`src/rtl/mux2_arb_pkg.sv`:
```
// Shared types and constants for the two-requester round-robin arbiter.
package mux2_arb_pkg;

  typedef enum logic [1:0] {
    IDLE  = 2'd0,
    GNT_A = 2'd1,
    GNT_B = 2'd2
  } arb_state_t;

  localparam logic SEL_A = 1'b0;
  localparam logic SEL_B = 1'b1;

  // Burst counter width; a single-beat burst still needs one bit.
  function automatic int cnt_width(input int n);
    return (n > 1) ? $clog2(n) : 1;
  endfunction

endpackage

```
`src/rtl/mux2_datapath.sv`:
```
// Combinational 2-to-1 data mux driven by the arbiter's registered select.
module mux2_datapath #(
  parameter int DATA_W = 2
) (
  input  logic              sel,
  input  logic [DATA_W-1:0] a,
  input  logic [DATA_W-1:0] b,
  output logic [DATA_W-1:0] y
);

  assign y = sel ? b : a;

endmodule

```
`src/rtl/mux2_rr_arbiter.sv`:
```
// Round-robin arbiter with bounded burst lock in front of a shared 2:1 mux.
// Define MUX2_ARB_STATS_EN to add saturating per-side grant counters.
module mux2_rr_arbiter
  import mux2_arb_pkg::*;
#(
  parameter int DATA_W    = 2,
  parameter int MAX_BURST = 4
) (
  input  logic              clk,
  input  logic              reset_n,
  input  logic              req_a,
  input  logic [DATA_W-1:0] data_a,
  output logic              ready_a,
  input  logic              req_b,
  input  logic [DATA_W-1:0] data_b,
  output logic              ready_b,
  output logic              out_valid,
  output logic [DATA_W-1:0] out_data,
  input  logic              out_ready,
  output logic              sel,
  output logic              busy
`ifdef MUX2_ARB_STATS_EN
  ,
  output logic [15:0]       gnt_cnt_a,
  output logic [15:0]       gnt_cnt_b
`endif
);

  localparam int            CW       = cnt_width(MAX_BURST);
  localparam logic [CW-1:0] CNT_LAST = CW'(MAX_BURST - 1);

  arb_state_t    state_q, state_d;
  logic [CW-1:0] cnt_q, cnt_d;
  logic          last_q, last_d;
  logic          sel_q;

  logic       gnt_a, gnt_b, beat;
  logic       own_req, oth_req, oth_sel;
  arb_state_t oth_state;

  assign gnt_a     = (state_q == GNT_A);
  assign gnt_b     = (state_q == GNT_B);
  assign out_valid = (gnt_a & req_a) | (gnt_b & req_b);
  assign ready_a   = gnt_a & out_ready;
  assign ready_b   = gnt_b & out_ready;
  assign beat      = out_valid & out_ready;
  assign busy      = (state_q != IDLE);
  assign sel       = sel_q;

  // View of the current grant as "own" vs "other" so both grant states share one rule set.
  assign own_req   = gnt_b ? req_b : req_a;
  assign oth_req   = gnt_b ? req_a : req_b;
  assign oth_sel   = gnt_b ? SEL_A : SEL_B;
  assign oth_state = gnt_b ? GNT_A : GNT_B;

  always_comb begin
    state_d = state_q;
    cnt_d   = cnt_q;
    last_d  = last_q;
    case (state_q)
      IDLE: begin
        if (req_a && (!req_b || last_q == SEL_B)) begin
          state_d = GNT_A;
          last_d  = SEL_A;
          cnt_d   = '0;
        end else if (req_b) begin
          state_d = GNT_B;
          last_d  = SEL_B;
          cnt_d   = '0;
        end
      end
      GNT_A, GNT_B: begin
        if (!own_req) begin
          if (oth_req) begin
            state_d = oth_state;
            last_d  = oth_sel;
            cnt_d   = '0;
          end else begin
            state_d = IDLE;
          end
        end else if (beat) begin
          if (cnt_q == CNT_LAST) begin
            cnt_d = '0;
            if (oth_req) begin
              state_d = oth_state;
              last_d  = oth_sel;
            end
          end else begin
            cnt_d = cnt_q + CW'(1);
          end
        end
      end
      default: state_d = IDLE;
    endcase
  end

  always_ff @(posedge clk) begin
    if (!reset_n) begin
      state_q <= IDLE;
      cnt_q   <= '0;
      last_q  <= SEL_B;
      sel_q   <= SEL_A;
    end else begin
      state_q <= state_d;
      cnt_q   <= cnt_d;
      last_q  <= last_d;
      // Select follows the grant and is left untouched while idle.
      if (state_d == GNT_A)      sel_q <= SEL_A;
      else if (state_d == GNT_B) sel_q <= SEL_B;
    end
  end

  mux2_datapath #(.DATA_W(DATA_W)) u_dp (
    .sel (sel_q),
    .a   (data_a),
    .b   (data_b),
    .y   (out_data)
  );

`ifdef MUX2_ARB_STATS_EN
  always_ff @(posedge clk) begin
    if (!reset_n) begin
      gnt_cnt_a <= '0;
      gnt_cnt_b <= '0;
    end else begin
      if (state_d == GNT_A && state_q != GNT_A && gnt_cnt_a != 16'hFFFF)
        gnt_cnt_a <= gnt_cnt_a + 16'd1;
      if (state_d == GNT_B && state_q != GNT_B && gnt_cnt_b != 16'hFFFF)
        gnt_cnt_b <= gnt_cnt_b + 16'd1;
    end
  end
`endif

endmodule

```
`config.mk`:
```
export PLATFORM = sky130hd
export DESIGN_NAME = mux2_rr_arbiter
export DESIGN_NICKNAME = d
export VERILOG_FILES = /design/src/rtl/mux2_arb_pkg.sv /design/src/rtl/mux2_datapath.sv /design/src/rtl/mux2_rr_arbiter.sv
export SDC_FILE = /design/constraint.sdc
export NUM_CORES = 1
export LEC_CHECK = 0
export ABC_AREA = 1
export BUFFER_PORTS_ARGS = -buffer_cell sky130_fd_sc_hd__buf_2
export CAP_MARGIN = 20
export CORE_AREA = 2 2 39 41
export DETAILED_ROUTE_END_ITERATION = 12
export DIE_AREA = 0 0 41 43
export HOLD_SLACK_MARGIN = 0.08
export PLACE_DENSITY_LB_ADDON = 0.3
export SYNTH_ARGS = -nofsm -noshare
export SYNTH_HDL_FRONTEND = slang
export SYNTH_SLANG_ARGS = --single-unit
```
`constraint.sdc`:
```
create_clock -name clk -period 1.8 [get_ports clk]
set_input_delay 0.09 -clock clk [delete_from_list [all_inputs] [get_ports clk]]
set_output_delay 0.09 -clock clk [all_outputs]
set_load 0.005 [all_outputs]
```
==> results.cfg <==
[outcome]
status = completed

[layout]
fin_nets = 128
multi_input_area_um2 = 395
diodes = 0
finalInstanceArea_um2 = 719
finalNonFillerCells = 127
syn2layout_area_growth_pct = 26.1
final_util = 0.520
drive_gt1_frac = 0.288
seqCellArea_um2 = 121
nFillCells = 128

[placement]
post-dp-hpwl_um = 1000
gp_congestion = 0.822
place_area_um2 = 673
post-place-ws_ns = 0.119
io_buffers = 15
placedCellCount = 123

[synthesis]
yosysWarnings = 0
synth-compound-area-share = 0.167
synthTopCellsByCount = nand2_1, inv_1, nor2_1
synthesis.area_um2 = 571
synthSimpleGateAreaFrac = 0.316
ys_ff_latch = 6
synth_enable_flop_cells = 0
synth_area_leaders = dfxtp_1, ha_1, nand2_1
synthMuxAreaShare = 0.0570
synth_top_area_frac = 0.211
syn_area_per_cell_um2 = 6.27
synth.distinct_cells = 20
synth_most_common_cell = nand2_1
synth_top_family_by_area = simple AND/OR/NAND/NOR gates
synthArstFlopShare = 0
yosys.area_share.xor_xnor = 0
synth_nets = 106
synth_top_area_cell = dfxtp_1
synth_fa_ha_area_frac = 0.132
synthCells = 91
ys_seq_area_frac = 0.211
synthFlopType = dfxtp_1

[critical_path]
criticalPathCategory = reg -> reg
worstPathArrival_ns = 1.78
path_max_fanout = 6
start_kind = flop
end_kind = flop
required_ns = 1.95

[hold_path]
hold_path.class = in -> reg

[grt]
grt_pass1_vias = 546
grt_overflow = 0
grt_max_degree = 7
antenna_found_initial = 0
grtUsageTotal = 0.180
grt_pass1_wl_um = 2110

[power_and_ir_drop]
p_leak_nw = 0.393
peakVddDrop_uv = 579
p_per_area_nw_per_um2 = 1180

[routing]
finalWirelength_um = 1250
wl_per_cell_um = 9.83
drc = 0
dr.pass1.iters = 4
drt_iter0_markers = 28
vias = 630
antenna_left = 0
vias_per_cell = 4.96

[sta]
post-route-min-period_ns = 1.62
fin_crit_sh = 0.902
tns_ns = 0
drv_slew = 0
rsz0062_at_grt = no
fmaxAchievable_mhz = 616
hold_violations = 0
final-setup-viol-count = 0
postLayoutSetupSlackWorst_ns = 0.176
max_slew_margin = 0.847
clock_skew_ns = 0.00309
tightest_slew_ns = 0.228

[die]
core.rowCount = 14
core_um2 = 1380
dieArea_um2 = 1760
io_pins = 16
dieHeight_um = 43
start_util = 0.412
die_x_um = 41

[clocking]
clockBufferDepth = 2
cts_root_buf = clkbuf_4
numCtsBuffers = 3
clk_latency_ns = 0.24
htree_levels = 1
cts_tree = done
post_cts_buffers = 0
clkSinkCount = 6
clkTransAtPathRegs_ns = 0.04

[run]
maxCapViolations = 0
## cells by family (layout without fill, tap and decap cells)
logic type / after synthesis / in the layout
compound gates: 16 / 16
fa+ha+maj: 6 / 6
buf+inv: 18 / 38
flops: 6 / 6
mux: 3 / 3
simple gates: 42 / 42
## final timing paths
| path | startpoint | endpoint | cells past startpoint | slack, ns |
|---|---|---|---|---|
| min | out_ready | cnt_q[1] | 5 | 0.32 |
| max reg2reg | state_q[1] | cnt_q[0] | 7 | 0.18 |
| min reg2reg | cnt_q[1] | cnt_q[1] | 2 | 0.47 |
| max | state_q[1] | cnt_q[0] | 7 | 0.18 |
## timing repair
action                                  CTS  global route
hold endpoints to repair                  1             0
endpoints found under the setup margin    0             3
resized for setup                         0             3
hold buffers                              1             0
## routing by layer
metal,part of all wire,up-vias,global-route usage
met5,0,-,0
met4,0.022,0,0.140
met3,0.050,4,0.0314
met2,0.50,24,0.272
met1,0.42,272,0.210
li1,-,330,-
## where the power goes
| part | switching, mW | internal, mW | total (mW) | leakage [nW] |
|---|---|---|---|---|
| combinational | 0.303 | 0.218 | 0.521 | 0.329 |
| clock | 0.0449 | 0.0751 | 0.120 | 0.0138 |
| sequential | 0.0343 | 0.176 | 0.210 | 0.0497 |
## registers in the layout, indices dropped and copies added, names as in the netlist
name and flops:
cnt_q 2, state_q 2, last_q 1, sel 1
## critical path: stages (launching register included)
cell and delay (ns):
dfxtp_2 0.39, inv_1 0.08, ha_1 0.37, nand2_1 0.12, inv_1 0.06, a21oi_2 0.16
nand2_1 0.10, a211oi_1 0.24
## cells in the final DEF, fill, tap and decap left out, drive strengths merged
cell type and n:
nand4 1, buf 16, mux2i 1, a21oi 5, o211ai 1, nor2 11, inv 18, nand2 24
ha 6, o21bai 1, mux2 2, dlygate4sd3 1, o21ai 8, a211oi 1, clkbuf 3, dfxtp 6
nand3 6
## metrics by stage
step	hold slack (ns)	total power, mW
2_1_floorplan	0.216	0.576
5_1_grt	0.372	0.942
3_5_place_dp	0.340	0.712
4_1_cts	0.314	0.842
3_3_place_gp	0.331	0.704
6_report	0.323	0.851
## final cells by class
cell class / count / share of cell area
Inverter: 18 / 0.0939
Tap cell: 16 / 0.0278
Multi-Input combinational cell: 67 / 0.550
Sequential cell: 6 / 0.169
Clock buffer: 3 / 0.0313
Timing Repair Buffer: 17 / 0.129
Note: power is estimated with default switching activity, not from simulation.
